===== config.mk =====
export PLATFORM = sky130hd
export DESIGN_NAME = frame_out_sched_flat
export DESIGN_NICKNAME = d
export VERILOG_FILES = /design/src/rtl/frame_out_sched_pkg.sv /design/src/rtl/frame_out_sched_if.sv /design/src/rtl/frame_out_sched_latch_timer.sv /design/src/rtl/frame_out_sched.sv /design/src/flat_wrapper.sv
export SDC_FILE = /design/constraint.sdc
export NUM_CORES = 1
export LEC_CHECK = 0
export CAP_MARGIN = 20
export CORE_AREA = 2 2 155 157
export DETAILED_ROUTE_END_ITERATION = 6
export DIE_AREA = 0 0 157 159
export DONT_BUFFER_PORTS = 1
export PLACE_DENSITY = 0.62
export SLEW_MARGIN = 0
export SYNTH_ARGS = -nofsm -noshare
export SYNTH_HDL_FRONTEND = slang
export SYNTH_SLANG_ARGS = --single-unit

===== constraint.sdc =====
create_clock -name clk_in -period 3.46 [get_ports clk_in]
set_input_delay 0.692 -clock clk_in [delete_from_list [all_inputs] [get_ports clk_in]]
set_output_delay 0.692 -clock clk_in [all_outputs]
set_load 0.03 [all_outputs]

===== src/rtl/frame_out_sched_pkg.sv =====
// Shared constants and types for the NeoPixel cube frame output path.
package neopixel_pkg;

    localparam int unsigned LED_NUM        = 64;
    localparam int unsigned LAYER_NUM      = 8;
    localparam int unsigned PIXEL_W        = 24;
    localparam int unsigned IDX_W          = 6;
    localparam int unsigned ADDR_W         = IDX_W + 1;
    localparam int unsigned WORD_W         = LAYER_NUM * PIXEL_W;
    localparam int unsigned RST_CYCLES_DEF = 14000;

    typedef enum logic [2:0] {
        ST_IDLE,
        ST_READ,
        ST_LOAD,
        ST_SEND,
        ST_DRAIN,
        ST_LATCH
    } sched_state_t;

endpackage


===== src/rtl/frame_out_sched_if.sv =====
// Bus bundle between the frame scheduler, the layer RAM read port and the
// encoder bank. master = scheduler side, slave = RAM/encoder/writer side.
interface frame_out_sched_if
    import neopixel_pkg::*;
();

    logic                frame_rdy_in;
    logic                ram_rd_en_out;
    logic [ADDR_W-1:0]   ram_rd_addr_out;
    logic [WORD_W-1:0]   ram_rd_data_in;
    logic                enc_valid_out;
    logic [WORD_W-1:0]   enc_data_out;
    logic                enc_ready_in;
    logic                enc_idle_in;
    logic                busy_out;
    logic                frame_done_out;
    logic                bank_sel_out;

    modport master (
        input  frame_rdy_in,
        output ram_rd_en_out,
        output ram_rd_addr_out,
        input  ram_rd_data_in,
        output enc_valid_out,
        output enc_data_out,
        input  enc_ready_in,
        input  enc_idle_in,
        output busy_out,
        output frame_done_out,
        output bank_sel_out
    );

    modport slave (
        output frame_rdy_in,
        input  ram_rd_en_out,
        input  ram_rd_addr_out,
        output ram_rd_data_in,
        input  enc_valid_out,
        input  enc_data_out,
        output enc_ready_in,
        output enc_idle_in,
        input  busy_out,
        input  frame_done_out,
        input  bank_sel_out
    );

endinterface


===== src/rtl/frame_out_sched_latch_timer.sv =====
// Loadable down-counter with a zero flag, used to time the WS2812 latch gap.
module latch_timer #(
    parameter int unsigned CNT_W = 15
) (
    input  logic             clk_in,
    input  logic             rst_n_in,
    input  logic             load_in,
    input  logic [CNT_W-1:0] load_val_in,
    input  logic             dec_in,
    output logic             zero_out
);

    logic [CNT_W-1:0] count;

    // Load has priority; decrement saturates at zero.
    always_ff @(posedge clk_in or negedge rst_n_in) begin
        if (!rst_n_in) begin
            count <= '0;
        end else if (load_in) begin
            count <= load_val_in;
        end else if (dec_in && (count != '0)) begin
            count <= count - CNT_W'(1);
        end
    end

    assign zero_out = (count == '0);

endmodule


===== src/rtl/frame_out_sched.sv =====
// Frame output scheduler: walks LED indices 0..63, reads all layers in
// parallel, hands each pixel word to the encoders over valid/ready, then
// enforces the latch gap. Define FRAME_DBUF_EN for double-buffered RAM banks.
module frame_out_sched
    import neopixel_pkg::*;
#(
    parameter int unsigned RST_CYCLES = RST_CYCLES_DEF
) (
    input  logic              clk_in,
    input  logic              rst_n_in,
    frame_out_sched_if.master bus
);

    localparam int unsigned      CNT_W      = $clog2(RST_CYCLES) + 1;
    localparam logic [CNT_W-1:0] LATCH_LOAD = CNT_W'(RST_CYCLES - 1);
    localparam logic [IDX_W-1:0] LAST_IDX   = IDX_W'(LED_NUM - 1);

    sched_state_t      state;
    logic [IDX_W-1:0]  idx;
    logic              pend;
    logic              rd_bank;
    logic              start_frame;
    logic              tmr_load;
    logic              tmr_dec;
    logic              tmr_zero;

    logic              rd_en_q;
    logic [ADDR_W-1:0] rd_addr_q;
    logic              valid_q;
    logic [WORD_W-1:0] data_q;
    logic              busy_q;
    logic              done_q;

`ifdef FRAME_DBUF_EN
    // bank is the writer's bank; the reader uses the other one.
    logic              bank;
    assign rd_bank          = bank;
    assign bus.bank_sel_out = bank;
`else
    assign rd_bank          = 1'b0;
    assign bus.bank_sel_out = 1'b0;
`endif

    // A frame starts from IDLE, or straight out of the final latch cycle.
    always_comb begin
        start_frame = 1'b0;
        case (state)
            ST_IDLE:  start_frame = bus.frame_rdy_in || pend;
            ST_LATCH: start_frame = tmr_zero && (bus.frame_rdy_in || pend);
            default:  start_frame = 1'b0;
        endcase
    end

    // Latch gap timer control.
    always_comb begin
        tmr_load = (state == ST_DRAIN) && bus.enc_idle_in;
        tmr_dec  = (state == ST_LATCH) && !tmr_zero;
    end

    latch_timer #(
        .CNT_W (CNT_W)
    ) u_latch_timer (
        .clk_in      (clk_in),
        .rst_n_in    (rst_n_in),
        .load_in     (tmr_load),
        .load_val_in (LATCH_LOAD),
        .dec_in      (tmr_dec),
        .zero_out    (tmr_zero)
    );

    // Scheduler FSM with registered outputs; frame start overrides the
    // LATCH exit so a back-to-back frame skips IDLE.
    always_ff @(posedge clk_in or negedge rst_n_in) begin
        if (!rst_n_in) begin
            state     <= ST_IDLE;
            idx       <= '0;
            pend      <= 1'b0;
            rd_en_q   <= 1'b0;
            rd_addr_q <= '0;
            valid_q   <= 1'b0;
            data_q    <= '0;
            busy_q    <= 1'b0;
            done_q    <= 1'b0;
`ifdef FRAME_DBUF_EN
            bank      <= 1'b0;
`endif
        end else begin
            rd_en_q <= 1'b0;
            done_q  <= 1'b0;
            pend    <= start_frame ? 1'b0
                                   : (pend | (bus.frame_rdy_in && (state != ST_IDLE)));
            case (state)
                ST_IDLE: begin
                end
                ST_READ: begin
                    state <= ST_LOAD;
                end
                ST_LOAD: begin
                    data_q  <= bus.ram_rd_data_in;
                    valid_q <= 1'b1;
                    state   <= ST_SEND;
                end
                ST_SEND: begin
                    if (bus.enc_ready_in) begin
                        valid_q <= 1'b0;
                        if (idx == LAST_IDX) begin
                            state <= ST_DRAIN;
                        end else begin
                            idx       <= idx + IDX_W'(1);
                            rd_en_q   <= 1'b1;
                            rd_addr_q <= {rd_addr_q[ADDR_W-1], idx + IDX_W'(1)};
                            state     <= ST_READ;
                        end
                    end
                end
                ST_DRAIN: begin
                    if (bus.enc_idle_in) begin
                        state <= ST_LATCH;
                    end
                end
                ST_LATCH: begin
                    if (tmr_zero) begin
                        done_q <= 1'b1;
                        if (!start_frame) begin
                            state  <= ST_IDLE;
                            busy_q <= 1'b0;
                        end
                    end
                end
                default: begin
                    state   <= ST_IDLE;
                    busy_q  <= 1'b0;
                    valid_q <= 1'b0;
                end
            endcase
            if (start_frame) begin
                state     <= ST_READ;
                idx       <= '0;
                rd_en_q   <= 1'b1;
                rd_addr_q <= {rd_bank, {IDX_W{1'b0}}};
                busy_q    <= 1'b1;
`ifdef FRAME_DBUF_EN
                bank      <= ~bank;
`endif
            end
        end
    end

    assign bus.ram_rd_en_out   = rd_en_q;
    assign bus.ram_rd_addr_out = rd_addr_q;
    assign bus.enc_valid_out   = valid_q;
    assign bus.enc_data_out    = data_q;
    assign bus.busy_out        = busy_q;
    assign bus.frame_done_out  = done_q;

endmodule


===== src/flat_wrapper.sv =====
// flat-port wrapper written by rule: the top's interface ports become plain ports
module frame_out_sched_flat import neopixel_pkg::*;
#(
    parameter int unsigned RST_CYCLES = RST_CYCLES_DEF
)
  (clk_in, rst_n_in, bus_frame_rdy_in, bus_ram_rd_en_out, bus_ram_rd_addr_out, bus_ram_rd_data_in, bus_enc_valid_out, bus_enc_data_out, bus_enc_ready_in, bus_enc_idle_in, bus_busy_out, bus_frame_done_out, bus_bank_sel_out);
  frame_out_sched_if bus_i ();
  input  logic clk_in;
  input  logic rst_n_in;
  input wire logic [$bits(bus_i.frame_rdy_in)-1:0] bus_frame_rdy_in;
  output wire logic [$bits(bus_i.ram_rd_en_out)-1:0] bus_ram_rd_en_out;
  output wire logic [$bits(bus_i.ram_rd_addr_out)-1:0] bus_ram_rd_addr_out;
  input wire logic [$bits(bus_i.ram_rd_data_in)-1:0] bus_ram_rd_data_in;
  output wire logic [$bits(bus_i.enc_valid_out)-1:0] bus_enc_valid_out;
  output wire logic [$bits(bus_i.enc_data_out)-1:0] bus_enc_data_out;
  input wire logic [$bits(bus_i.enc_ready_in)-1:0] bus_enc_ready_in;
  input wire logic [$bits(bus_i.enc_idle_in)-1:0] bus_enc_idle_in;
  output wire logic [$bits(bus_i.busy_out)-1:0] bus_busy_out;
  output wire logic [$bits(bus_i.frame_done_out)-1:0] bus_frame_done_out;
  output wire logic [$bits(bus_i.bank_sel_out)-1:0] bus_bank_sel_out;
  assign bus_i.frame_rdy_in = bus_frame_rdy_in;
  assign bus_ram_rd_en_out = bus_i.ram_rd_en_out;
  assign bus_ram_rd_addr_out = bus_i.ram_rd_addr_out;
  assign bus_i.ram_rd_data_in = bus_ram_rd_data_in;
  assign bus_enc_valid_out = bus_i.enc_valid_out;
  assign bus_enc_data_out = bus_i.enc_data_out;
  assign bus_i.enc_ready_in = bus_enc_ready_in;
  assign bus_i.enc_idle_in = bus_enc_idle_in;
  assign bus_busy_out = bus_i.busy_out;
  assign bus_frame_done_out = bus_i.frame_done_out;
  assign bus_bank_sel_out = bus_i.bank_sel_out;
  frame_out_sched #(.RST_CYCLES(RST_CYCLES)) u_core (.clk_in(clk_in), .rst_n_in(rst_n_in), .bus(bus_i));
endmodule

; ---- Word-level counts from Yosys, hierarchy flattened
; Index checks and enable logic that the tools add are counted.
[totals]
regBits = 228
latch_bits = 0
ram_bits = 0
romBits = 0
elab_cells = 77
memories = 0
[classes]
n_addsub = 2
n_mul = 0
n_div = 0
magnitude_cmp = 0
eq_ne = 13
n_shift = 0
n_mux = 29
bitwise = 2
reduce_logical = 20
[op_table]
columns = cell, n
row1 = two-way mux 15 bit, 2
row2 = two-way mux 6 bit, 5
row3 = two-way mux 7 bit, 3
row4 = case mux 3 bit (6 select lines), 1
row5 = logical NOT 15 bit, 1
row6 = two-way mux 3 bit, 5
row7 = nonzero test 15 bit, 1
row8 = "subtractor 15 x 1 -> 15 bit, second input constant", 1
row9 = two-way mux 1 bit, 10
row10 = "adder 6 x 1 -> 6 bit, second input constant", 1
row11 = "equality test 3 x 2 -> 1 bit, second input constant", 2
row12 = "equality test 3 bit, second input constant", 2
row13 = "equality test 6 bit, second input constant", 1
row14 = "inequality test 2 x 1 -> 1 bit, second input constant", 3
row15 = "inequality test 3 x 2 -> 1 bit, second input constant", 2
row16 = nonzero test 2 bit, 3
row17 = logical AND 1 bit, 5
row18 = OR reduction 5 bit, 1
row19 = case mux 1 bit (2 select lines), 2
row20 = AND reduction 2 bit, 2
row21 = AND reduction 4 bit, 1
row22 = OR reduction 4 bit, 1
row23 = "equality test 3 x 1 -> 1 bit, second input constant", 1
row24 = logical NOT 3 bit, 1
row25 = other kinds (9), 9

; ---- Depth between registers and ports, before layout
[logic_depth]
ltp_word = 6
ltp_mapped = 7
ltp_nobuf = 7

; ---- By module
; Synthesis repeated with hierarchy kept, for this count alone.
[unflattened]
hier_cells = 594
hier_area_um2 = 8814.7
[modules_own_cells]
columns = module, instances, cells_each, area_per_inst_um2, seq_area_each_um2
row1 = frame_out_sched, 1, 481, 7866.3, 5154.9
row2 = latch_timer, 1, 113, 948.4, 375.4

; ---- Worst setup path after synthesis
; OpenSTA, ideal clock, no wires.
[synth_path]
path_type = flip-flop to flip-flop
startpoint = register u_core.u_latch_timer.count[8]
endpoint = register u_core.state[0]
setup_time_ps = 65
arrival_time_ps = 1939
t_required_ps = 3395
setup_slack_ps = 1456
stages_incl_launch_ff = 7
n_path_buf = 1
synth_period_minus_slack_ps = 2004
cell_sequence = dfrtp_1 or4_4 buf_6 nor4_4 a21oi_2 nor3_4 or3_1
[synth_via]
elab_chain_len = 5
elab_cells_between_ends = 9
classes_between = eq/ne: 4 / mux: 2 / reduce/logical: 3
[synth_lines]
columns = element, line
row1 = start: declaration, frame_out_sched_latch_timer.sv:13  ; logic [CNT_W-1:0] count;
row2 = start signal: assignment, frame_out_sched_latch_timer.sv:20  ; count <= load_val_in;
row3 = start signal: assignment, frame_out_sched_latch_timer.sv:22  ; count <= count - CNT_W'(1);
row4 = logical NOT 15 bit (*), frame_out_sched_latch_timer.sv:26  ; assign zero_out = (count == '0);
row5 = logical AND 1 bit, frame_out_sched.sv:49  ; ST_LATCH: start_frame = tmr_zero && (bus.frame_rdy_in || pend);
row6 = case mux 1 bit (2 select lines), frame_out_sched.sv:47  ; case (state)
row7 = inequality test 3 x 2 -> 1 bit (no line) (tied with other cells), -
row8 = AND reduction 4 bit (no line), -
row9 = end signal: assignment, frame_out_sched.sv:75  ; state <= ST_IDLE;
row10 = end signal: assignment, frame_out_sched.sv:96  ; state <= ST_LOAD;
row11 = end signal: assignment, frame_out_sched.sv:101  ; state <= ST_SEND;
row12 = end: declaration, frame_out_sched.sv:18  ; sched_state_t state;
; Mark *: on every way between the ends. The rest lies on a longest branch, timed or not.
; A chain may end at the register's enable or synchronous reset.

; ---- Worst setup path after layout
[layout_path]
startpoint = register u_core.u_latch_timer.count[0]
endpoint = register u_core.state[0]
; The elaborated chain is that of the path after synthesis.

==> results.ini <==
[status]
status = finished, violations left
violations = negative hold slack

[yosys]
synthCells = 561
ys.flop_type = dfrtp_1
synth_seq_cells = 221
avgSynthCellArea_um2 = 15.3
synth_edf_count = 0
seq_area_frac_synth_pct = 64.5
synthArstFlopShare_pct = 100
yosysUniqueCellTypes = 46
yosys_warnings = 0
synth_area_mm2 = 0.00857

[layout]
final_nets = 760
area_delta_synth_final_pct = 13.0
fin_area_mm2 = 0.00969
drive_gt1_share_pct = 41.2
diodes = 0
layout_common_cells = dfrtp_1, mux2_2, clkbuf_16, nor2_1, nand2_1
final_common_cell = dfrtp_1

[die]
rows = 56
initial_core_util_pct = 37.0
core_region_area_mm2 = 0.0232
die_w_um = 157
dieArea_mm2 = 0.0250
ioPinCount = 401
fp.dieH_um = 159

[worst_setup_path]
cp.buffers_inverters = 1
cp.arrival_ns = 2.68
worstPathRequired_ns = 3.89
slowest_delay_ns = 0.49
worst-setup-path-type = flop to flop
setup.worst_path.start_class = flop
cp_slowest_cell = or3b_2
crit_fanout = 9
crit_family = simple AND/OR/NAND/NOR gates
crit_chain = inv_1 > ha_1 > or3b_2 > nor4_4 > a21oi_2 > nor3_4 > or3_1
end_kind = flop

[job]
maxCapViolations = 0

[power]
p_leak_nw = 3.96
ir_drop_mv = 0.553
power_density_mw_per_mm2 = 1220

[sta]
slew_violations = 0
worstMarginPinSlew_ns = 0.663
fin_crit_sh_pct = 64.8
timing.fmax_mhz = 446
period_needed_ns = 2.24
setup_violations = 0
rsz0062_at_grt = no
slew_headroom_pct = 55.8
clock_skew_ns = 0.0209
tns_ns = 0
hold_ws_ns = -0.112
finalHoldViolCount = 133

[cts]
clk_pin_slew_worst_paths_ns = 0.06
ctsHtreeMaxLevel = 1
clk_latency_ns = 0.51
clockBufferDepth = 3
cts_buffers = 24
tritoncts = done
clock-root-buffer = clkbuf_16
clock_sinks = 221
cts_setup_buffers = 0
cts_resized = 0

[grt]
grt_pass1_vias = 4935
grt_max_degree = 222
grt_first_pass_wirelength_um = 27800
antenna_found_initial = 0
grt_use_total_pct = 14.1
grt_overflow = 0

[route]
wl_um = 18000
ant_nets = 0
vias_per_cell = 5.00
wire_per_inst_um = 20.1
drtIter0Drc = 241
drc = 0
vias = 4489
drt_first_pass_iters = 4

[hold_path]
hold_class = input pin to async pin

[place]
dpl-instance-area_mm2 = 0.00888
port_buffers = 0
dp_hpwl_um = 12900
gp_congestion = 0.821

-- sequential cells by signal, indices dropped and copies added (netlist names) --
name,count
u_core.bus.ram_rd_addr_out,5
u_core.bus.frame_done_out,1
u_core.state,3
u_core.bus.ram_rd_en_out,1
u_core.idx,1
u_core.bus.enc_data_out,192
u_core.u_latch_timer.count,15
u_core.bus.busy_out,1
u_core.pend,1
u_core.bus.enc_valid_out,1
-- power by group --
| group | leakage [nW] | internal, mW | switching (mW) |
|---|---|---|---|
| logic | 1.00 | 1.37 | 0.760 |
| registers | 2.56 | 3.78 | 3.37 |
| clock network | 0.391 | 1.58 | 1.00 |
-- metal layers --
layer	vias up	GRT usage [%]	routed length, µm
li1	1971	-	-
met1	2217	14.9	6050
met2	265	25.6	9640
met3	36	4.90	1830
met4	0	5.25	485
met5	-	0	0
-- per-stage QoR --
| step | hold WS [ns] | util [%] | std cells | power, mW | setup slack [ns] |
|---|---|---|---|---|---|
| after floorplan | 0.396 | - | 562 | 8.75 | 1.46 |
| after global placement | 0.401 | 38.3 | 854 | 9.26 | 1.28 |
| after detailed placement | 0.401 | 38.3 | 854 | 9.38 | 1.23 |
| after CTS | -0.145 | 41.8 | 897 | 12.0 | 1.21 |
| after global routing | -0.143 | 41.8 | 897 | 12.4 | 1.07 |
| final | -0.112 | 41.8 | 897 | 11.9 | 1.22 |
-- final timing paths --
kind,slack [ns],start,cells after the start,endpoint
setup reg to reg,1.22,u_core.u_latch_timer.count[0],7,u_core.state[0]
min in group clk_in,0.33,bus_ram_rd_data_in[135],1,u_core.bus.enc_data_out[135]
setup / recovery,1.22,u_core.u_latch_timer.count[0],7,u_core.state[0]
max in group asynchronous,3.01,rst_n_in,0,u_core.u_latch_timer.count[13]
hold / removal,-0.11,rst_n_in,0,u_core.bus.enc_data_out[28]
hold reg to reg,0.56,u_core.u_latch_timer.count[14],1,u_core.u_latch_timer.count[14]
-- cells by family after synthesis --
| kind of cell | Yosys count | synth area share [%] |
|---|---|---|
| flops | 221 | 64.5 |
| mux | 194 | 25.4 |
| simple gates | 82 | 5.24 |
| buf+inv | 34 | 1.96 |
| xor+xnor | 14 | 1.43 |
| compound gates | 13 | 1.09 |
| fa+ha+maj | 2 | 0.292 |
| other cells | 1 | 0.0437 |
-- worst register-to-register path, delay by kind of cell (launching register included) --
kind,cells,cell delay (ns)
AO/OA/AOI/OAI,1,0.15
buffers and inverters,1,0.10
flip-flops,1,0.39
adder cells (fa/ha/maj),1,0.23
AND/OR/NAND/NOR,4,1.30
-- layout make-up --
| type | count | area [µm²] |
|---|---|---|
| fill | 2070 | 13500 |
| multi-input combinational | 307 | 2890 |
| clock buffer | 32 | 662 |
| inverter | 5 | 18.8 |
| timing repair buffer | 2 | 40.0 |
| clock inverter | 11 | 153 |
| sequential | 221 | 5530 |
| tap | 319 | 399 |
-- cell usage after synthesis, types with 2 or more instances --
cell	n	area share, %
mux2i_1	2	0.23
clkbuf_1	5	0.22
nand2b_1	2	0.15
nand3_1	5	0.29
nor4_1	4	0.29
or4_1	2	0.18
nor2_1	22	0.96
inv_1	5	0.22
xnor2_1	8	0.82
o21ai_0	2	0.12
nand4_1	2	0.15
buf_2	20	1.2
nand2_1	16	0.70
mux2_2	192	25
xor2_1	6	0.61
nand4b_1	3	0.31
nor3_1	8	0.47
ha_1	2	0.29
dfrtp_1	221	64
and3_1	4	0.29
buf_4	2	0.18
or3_1	4	0.29
No activity file was read; power rests on OpenSTA's default activity.
